## config.mk

```make
export PLATFORM = sky130hd
export DESIGN_NAME = dmem_controller
export DESIGN_NICKNAME = d
export VERILOG_FILES = /design/src/rtl/dmem_controller.sv
export SDC_FILE = /design/constraint.sdc
export NUM_CORES = 1
export LEC_CHECK = 0
export BUFFER_PORTS_ARGS = -buffer_cell sky130_fd_sc_hd__buf_2
export CORE_MARGIN = 5
export CORE_UTILIZATION = 47
export CTS_BUF_LIST = sky130_fd_sc_hd__clkbuf_16
export CTS_CLUSTER_SIZE = 25
export DETAILED_ROUTE_END_ITERATION = 8
export PLACE_DENSITY = 0.79
export RECOVER_POWER = 25
export SLEW_MARGIN = 5
export SYNTH_ARGS = -nofsm -noshare
export SYNTH_HDL_FRONTEND = slang
export SYNTH_SLANG_ARGS = --single-unit
```

## constraint.sdc

```tcl
create_clock -name clk -period 5.2 [get_ports clk]
set_input_delay 1.04 -clock clk [delete_from_list [all_inputs] [get_ports clk]]
set_output_delay 1.04 -clock clk [all_outputs]
set_load 0.02 [all_outputs]
```

## src/rtl/dmem_controller.sv

```systemverilog
// Data-memory controller: round-robin arbitration of cache request ports onto
// independent memory channels, each channel running a 4-phase valid/ready handshake.
module dmem_controller #(
    parameter int ADDR_BITS     = 8,
    parameter int DATA_BITS     = 8,
    parameter int NUM_CONSUMERS = 4,
    parameter int NUM_CHANNELS  = 1,
    parameter bit WRITE_ENABLE  = 1'b1
) (
    input  logic                               clk,
    input  logic                               reset,
    input  logic [NUM_CONSUMERS-1:0]           consumer_read_valid,
    input  logic [NUM_CONSUMERS*ADDR_BITS-1:0] consumer_read_address,
    output logic [NUM_CONSUMERS-1:0]           consumer_read_ready,
    output logic [NUM_CONSUMERS*DATA_BITS-1:0] consumer_read_data,
    input  logic [NUM_CONSUMERS-1:0]           consumer_write_valid,
    input  logic [NUM_CONSUMERS*ADDR_BITS-1:0] consumer_write_address,
    input  logic [NUM_CONSUMERS*DATA_BITS-1:0] consumer_write_data,
    output logic [NUM_CONSUMERS-1:0]           consumer_write_ready,
    output logic [NUM_CHANNELS-1:0]            mem_read_valid,
    output logic [NUM_CHANNELS*ADDR_BITS-1:0]  mem_read_address,
    input  logic [NUM_CHANNELS-1:0]            mem_read_ready,
    input  logic [NUM_CHANNELS*DATA_BITS-1:0]  mem_read_data,
    output logic [NUM_CHANNELS-1:0]            mem_write_valid,
    output logic [NUM_CHANNELS*ADDR_BITS-1:0]  mem_write_address,
    output logic [NUM_CHANNELS*DATA_BITS-1:0]  mem_write_data,
    input  logic [NUM_CHANNELS-1:0]            mem_write_ready
);
    localparam int NC  = NUM_CONSUMERS;
    localparam int NCH = NUM_CHANNELS;
    localparam int IDW = (NC > 1) ? $clog2(NC) : 1;

    typedef enum logic [2:0] {
        IDLE           = 3'd0,
        READ_WAITING   = 3'd1,
        WRITE_WAITING  = 3'd2,
        READ_RELAYING  = 3'd3,
        WRITE_RELAYING = 3'd4
    } state_t;

    state_t [NCH-1:0]                state_q;
    logic   [NCH-1:0][IDW-1:0]       id_q;
    logic   [NCH-1:0][IDW-1:0]       rr_ptr_q;
    logic   [NC-1:0]                 serving_q;
    logic   [NCH-1:0]                mem_rvalid_q;
    logic   [NCH-1:0]                mem_wvalid_q;
    logic   [NCH-1:0][ADDR_BITS-1:0] mem_raddr_q;
    logic   [NCH-1:0][ADDR_BITS-1:0] mem_waddr_q;
    logic   [NCH-1:0][DATA_BITS-1:0] mem_wdata_q;
    logic   [NC-1:0]                 cons_rready_q;
    logic   [NC-1:0]                 cons_wready_q;
    logic   [NC-1:0][DATA_BITS-1:0]  cons_rdata_q;

    logic   [NC-1:0][ADDR_BITS-1:0]  c_raddr_s;
    logic   [NC-1:0][ADDR_BITS-1:0]  c_waddr_s;
    logic   [NC-1:0][DATA_BITS-1:0]  c_wdata_s;
    logic   [NCH-1:0][DATA_BITS-1:0] m_rdata_s;
    logic   [NC-1:0]                 c_wvalid_s;

    logic   [NCH-1:0]                grant_s;
    logic   [NCH-1:0]                grant_rd_s;
    logic   [NCH-1:0][IDW-1:0]       grant_id_s;
    logic   [NC-1:0]                 taken_s;
    logic   [IDW-1:0]                scan_sel_s;
    logic                            found_s;

    assign c_raddr_s  = consumer_read_address;
    assign c_waddr_s  = consumer_write_address;
    assign c_wdata_s  = consumer_write_data;
    assign m_rdata_s  = mem_read_data;
    assign c_wvalid_s = WRITE_ENABLE ? consumer_write_valid : {NC{1'b0}};

    // Grant selection; a consumer claimed by a lower channel is busy for higher channels.
    always_comb begin
        taken_s    = serving_q;
        grant_s    = {NCH{1'b0}};
        grant_rd_s = {NCH{1'b0}};
        grant_id_s = {(NCH*IDW){1'b0}};
        scan_sel_s = {IDW{1'b0}};
        found_s    = 1'b0;
        for (int ch = 0; ch < NCH; ch++) begin
            found_s = 1'b0;
            if (state_q[ch] == IDLE) begin
                for (int k = 0; k < NC; k++) begin
                    scan_sel_s = IDW'((int'(rr_ptr_q[ch]) + k) % NC);
                    if (!found_s && !taken_s[scan_sel_s] &&
                        (consumer_read_valid[scan_sel_s] || c_wvalid_s[scan_sel_s])) begin
                        found_s        = 1'b1;
                        grant_id_s[ch] = scan_sel_s;
                        grant_rd_s[ch] = consumer_read_valid[scan_sel_s];
                    end else begin
                        found_s = found_s;
                    end
                end
                if (found_s) begin
                    grant_s[ch]             = 1'b1;
                    taken_s[grant_id_s[ch]] = 1'b1;
                end else begin
                    grant_s[ch] = 1'b0;
                end
            end else begin
                grant_s[ch] = 1'b0;
            end
        end
    end

    // Per-channel handshake FSMs and every registered output.
    always_ff @(posedge clk or posedge reset) begin
        if (reset) begin
            serving_q     <= {NC{1'b0}};
            cons_rready_q <= {NC{1'b0}};
            cons_wready_q <= {NC{1'b0}};
            cons_rdata_q  <= {(NC*DATA_BITS){1'b0}};
            mem_rvalid_q  <= {NCH{1'b0}};
            mem_wvalid_q  <= {NCH{1'b0}};
            mem_raddr_q   <= {(NCH*ADDR_BITS){1'b0}};
            mem_waddr_q   <= {(NCH*ADDR_BITS){1'b0}};
            mem_wdata_q   <= {(NCH*DATA_BITS){1'b0}};
            id_q          <= {(NCH*IDW){1'b0}};
            rr_ptr_q      <= {(NCH*IDW){1'b0}};
            for (int ch = 0; ch < NCH; ch++) begin
                state_q[ch] <= IDLE;
            end
        end else begin
            for (int ch = 0; ch < NCH; ch++) begin
                case (state_q[ch])
                    IDLE: begin
                        if (grant_s[ch]) begin
                            id_q[ch]                 <= grant_id_s[ch];
                            serving_q[grant_id_s[ch]] <= 1'b1;
                            if (grant_rd_s[ch]) begin
                                mem_rvalid_q[ch] <= 1'b1;
                                mem_raddr_q[ch]  <= c_raddr_s[grant_id_s[ch]];
                                state_q[ch]      <= READ_WAITING;
                            end else begin
                                mem_wvalid_q[ch] <= 1'b1;
                                mem_waddr_q[ch]  <= c_waddr_s[grant_id_s[ch]];
                                mem_wdata_q[ch]  <= c_wdata_s[grant_id_s[ch]];
                                state_q[ch]      <= WRITE_WAITING;
                            end
                        end
                    end
                    READ_WAITING: begin
                        if (mem_read_ready[ch]) begin
                            mem_rvalid_q[ch]        <= 1'b0;
                            cons_rdata_q[id_q[ch]]  <= m_rdata_s[ch];
                            cons_rready_q[id_q[ch]] <= 1'b1;
                            state_q[ch]             <= READ_RELAYING;
                        end
                    end
                    WRITE_WAITING: begin
                        if (mem_write_ready[ch]) begin
                            mem_wvalid_q[ch]        <= 1'b0;
                            cons_wready_q[id_q[ch]] <= 1'b1;
                            state_q[ch]             <= WRITE_RELAYING;
                        end
                    end
                    READ_RELAYING: begin
                        if (!consumer_read_valid[id_q[ch]]) begin
                            cons_rready_q[id_q[ch]] <= 1'b0;
                            cons_rdata_q[id_q[ch]]  <= {DATA_BITS{1'b0}};
                            serving_q[id_q[ch]]     <= 1'b0;
                            rr_ptr_q[ch]            <= (id_q[ch] == IDW'(NC - 1)) ?
                                                       {IDW{1'b0}} : id_q[ch] + IDW'(1);
                            state_q[ch]             <= IDLE;
                        end
                    end
                    WRITE_RELAYING: begin
                        if (!c_wvalid_s[id_q[ch]]) begin
                            cons_wready_q[id_q[ch]] <= 1'b0;
                            cons_rdata_q[id_q[ch]]  <= {DATA_BITS{1'b0}};
                            serving_q[id_q[ch]]     <= 1'b0;
                            rr_ptr_q[ch]            <= (id_q[ch] == IDW'(NC - 1)) ?
                                                       {IDW{1'b0}} : id_q[ch] + IDW'(1);
                            state_q[ch]             <= IDLE;
                        end
                    end
                    default: state_q[ch] <= IDLE;
                endcase
            end
        end
    end

    assign consumer_read_ready  = cons_rready_q;
    assign consumer_read_data   = cons_rdata_q;
    assign mem_read_valid       = mem_rvalid_q;
    assign mem_read_address     = mem_raddr_q;
    assign consumer_write_ready = WRITE_ENABLE ? cons_wready_q : {NC{1'b0}};
    assign mem_write_valid      = WRITE_ENABLE ? mem_wvalid_q : {NCH{1'b0}};
    assign mem_write_address    = WRITE_ENABLE ? mem_waddr_q : {(NCH*ADDR_BITS){1'b0}};
    assign mem_write_data       = WRITE_ENABLE ? mem_wdata_q : {(NCH*DATA_BITS){1'b0}};

endmodule

```

==> qor.csv <==
stage;metric;value;unit
sta;Final Max Tran Viols;0;
place;Port-buffer cells;181;
logic_synthesis;register area share after synthesis;0.441;
sta;final hold viol count;0;
run;Max-Cap Viols;0;
floorplan;row count;35;
setup_path;R2R depth;9;
floorplan;Die Wd;106;um
setup_path;worst path required time;5.40;ns
setup_path;reg-to-reg slack, setup;1.09;ns
finish;Synth-to-Final Area Change;28.3;%
drt;first-pass detailed-route iteration total;5;
clocking;root buffer cell;clkbuf_16;
setup_path;CP startpoint kind;flop;
logic_synthesis;Yosys warnings;0;
logic_synthesis;Synth area leader;dfrtp_1;
logic_synthesis;mapped cell area;4370;um2
setup_path;crit-path max FO;42;
logic_synthesis;mux contribution to synthesized area;0.130;
hold_path;Hold Path End;consumer_read_data[0]$_DFFE_PP0P_;
setup_path;critical path's slowest cell;dfrtp_1;
floorplan;I/O pin count;182;
drt;DRC Markers;0;
drt;Starting DRT DRC Count;179;
clocking;clock latency on the worst-skew pair;0.33;ns
grt;largest net degree at the start of global routing;43;
grt;GRT Total Usage;0.222;
logic_synthesis;flops & latches, synth;77;
drt;Vias/cell;5.63;
logic_synthesis;post-synthesis adder-cell area fraction;0.0114;
sta;Final TNS setup;0;ns
clocking;Post-CTS Setup Bufs;0;
logic_synthesis;Synth Area in Compound Gates;0.219;
sta;Least-Margin Pin Slew;1.43;ns
setup_path;Most common cell on crit path;o211ai_1;
setup_path;CP max stage delay;0.98;ns
logic_synthesis;Top FF cell, synth;dfrtp_1;
drt;via count;4209;
finish;Nets;751;
setup_path;r2r startpoint;rr_ptr_q[0]$_DFFE_PP0P_;
logic_synthesis;Syn Nets;583;
setup_path;Cell Chain, Critical Path;mux4_2 > o211ai_1 > nand2b_1 > a21oi_1 > o211ai_1 > buf_12 > mux2i_1 > a2bb2oi_1 > o21ai_1;
drt;post-DR wirelength/cell;17.1;um
drt;post-route ant nets;0;
logic_synthesis;Synth Instances;463;
setup_path;CP arrival;4.31;ns
hold_path;Hold Path Depth;2;
grt;grt total ovfl;0;
clocking;CTS max path bufs;2;
floorplan;initial core utilization;0.478;
drt;total wire length;12.8;mm
place;gpl congestion;0.886;
floorplan;Die Y;106;um
clocking;Worst-path clk slew;0.06;ns
finish;share of post-route cells with drive strength above 1;0.311;
sta;Slew headroom;0.0490;
clocking;post-CTS sizing;0;
setup_path;Worst R2R End;mem_read_address[3]$_DFFE_PP0P_;
logic_synthesis;post-synth top area share;0.441;
sta;final-report setup violation count;0;
power;Pleak;2.85;nW
power;peak supply drop;0.000353;V
logic_synthesis;Synth Area in Simple Gates;0.163;
clocking;CTS buffer count;9;
sta;clk_skew;0.00544;ns
floorplan;die area;11300;um2
logic_synthesis;largest family of logic cells by synthesized area;compound AO/OA/AOI/OAI gates;
sta;period utilisation layout;0.791;
logic_synthesis;most area-consuming cells after synthesis;dfrtp_1 (44%), mux2i_1 (7.6%), nand2_1 (7.2%), o21ai_0 (6.6%), mux4_2 (4.6%);
setup_path;CP Capture Type;flop;
hold_path;Hold Startpoint;consumer_read_data[0]$_DFFE_PP0P_;
logic_synthesis;EDFF count, synth;0;
finish;final core occ;0.613;
finish;ant diodes;0;
floorplan;core area;9150;um2
sta;unrepaired setup endpoints after global routing;false;
place;DPL Wire Length;9.92;mm
grt;first-pass GRT wire length;20.3;mm
clocking;CTS tree;built;
clocking;Post-CTS Hold Buffers;0;
logic_synthesis;Synth async-reset ratio;1.00;
sta;minimum clock period after layout;4.11;ns
setup_path;CP Class;flop to flop;
setup_path;CP Launch Point;rr_ptr_q[0]$_DFFE_PP0P_;
logic_synthesis;Mean Syn Cell Area;9.45;um2
hold_path;Hold WC Path Type;flop to flop;
logic_synthesis;Yosys cell types;49;
logic_synthesis;Post-Synth XOR/XNOR Area;0;
sta;Achievable Freq;243;MHz
status;outcome;finished clean;
grt;vias in the first global route;4295;
grt;initial antenna violation count;0;
clocking;H-tree Lvls;3;
clocking;Clock Sinks;77;
power;pwr/cell area;748;nW/um2
==> critical path, delay by kind of cell (launching register included) <==
| kind | cells | cell delay, ns |
|---|---|---|
| buffers and inverters | 1 | 0.34 |
| flip-flops | 1 | 0.98 |
| AND/OR/NAND/NOR | 1 | 0.17 |
| AO/OA/AOI/OAI | 5 | 1.56 |
| multiplexers | 2 | 0.90 |
==> worst max path at each step <==
| stage | endpoint | slack [ns] | depth (start not counted) |
|---|---|---|---|
| after floorplan | mem_write_data[0]$_DFFE_PP0P_ | 1.97 | 10 |
| after global placement | mem_read_address[1]$_DFFE_PP0P_ | 1.24 | 10 |
| after detailed placement | mem_read_address[3]$_DFFE_PP0P_ | 1.07 | 10 |
| after CTS | mem_read_address[3]$_DFFE_PP0P_ | 1.10 | 9 |
| after global routing | mem_read_address[2]$_DFFE_PP0P_ | 0.81 | 9 |
| final | mem_read_address[3]$_DFFE_PP0P_ | 1.09 | 9 |
==> power by group <==
group	internal, mW	total [mW]	switching (mW)
sequential	0.877	1.13	0.258
combinational	0.942	2.44	1.50
clock	0.373	0.626	0.252
==> cells in the final DEF (no fill, tap or decap), drive strengths merged, types with 4 or more instances in the layout <==
cell type,count
dfrtp,77
o211ai,4
a21oi,11
ha,4
a2bb2oi,15
inv,11
clkbuf,28
mux2i,33
o21ai,72
nor2,14
and3,9
and2,12
nand3,13
a211oi,9
a41oi,5
o31ai,12
nand2b,8
mux4,9
nand2,84
buf,166
==> stage by stage <==
step,worst slack (ns),instance area [um2],instances,power [mW],hold slack [ns]
CTS,1.10,5640,747,4.23,0.479
global placement,1.24,5340,731,3.52,0.456
detailed placement,1.07,5340,731,3.61,0.466
finish,1.09,5610,747,4.20,0.477
floorplan,1.97,4370,463,2.93,0.517
global route,0.806,5610,747,4.52,0.500
==> cell families after synthesis <==
kind of cell,after synthesis
AOI/OAI and AO/OA,147
DFF,77
adders and majority gates,4
muxes,45
buffers and inverters,36
and+or+nand+nor,154
==> metal layers <==
layer  track usage  vias to the layer above  share of wire
met4        0.0795                        0          0.015
met5             0                        -              0
met2         0.387                      179           0.50
met3        0.0455                       22          0.069
met1         0.272                     1993           0.41
li1              -                     2015              -
==> cells in the mapped netlist, drive strengths merged (2+ instances only) <==
cell type,n
mux4,9
and3,9
nand2,84
and2,12
clkbuf,13
a21boi,2
a41oi,5
a2bb2oi,15
buf,15
a211oi,9
inv,8
nand4,2
or3,2
a21oi,11
o211ai,4
a21o,3
o2111ai,2
nor2b,3
mux2i,33
nor2,14
ha,4
nand3,13
nand2b,8
mux2,3
dfrtp,77
a22o,2
o31ai,12
o21bai,2
o21ai,72
==> final cells by class <==
type | instances | area, um2
Fill cell | 825 | 3540
Multi-Input combinational cell | 350 | 2290
Sequential cell | 77 | 1930
Timing Repair Buffer | 185 | 925
Clock buffer | 9 | 225
Tap cell | 111 | 139
Clock inverter | 7 | 73.8
Inverter | 8 | 30.0
Power figures use the tool's default switching activity.
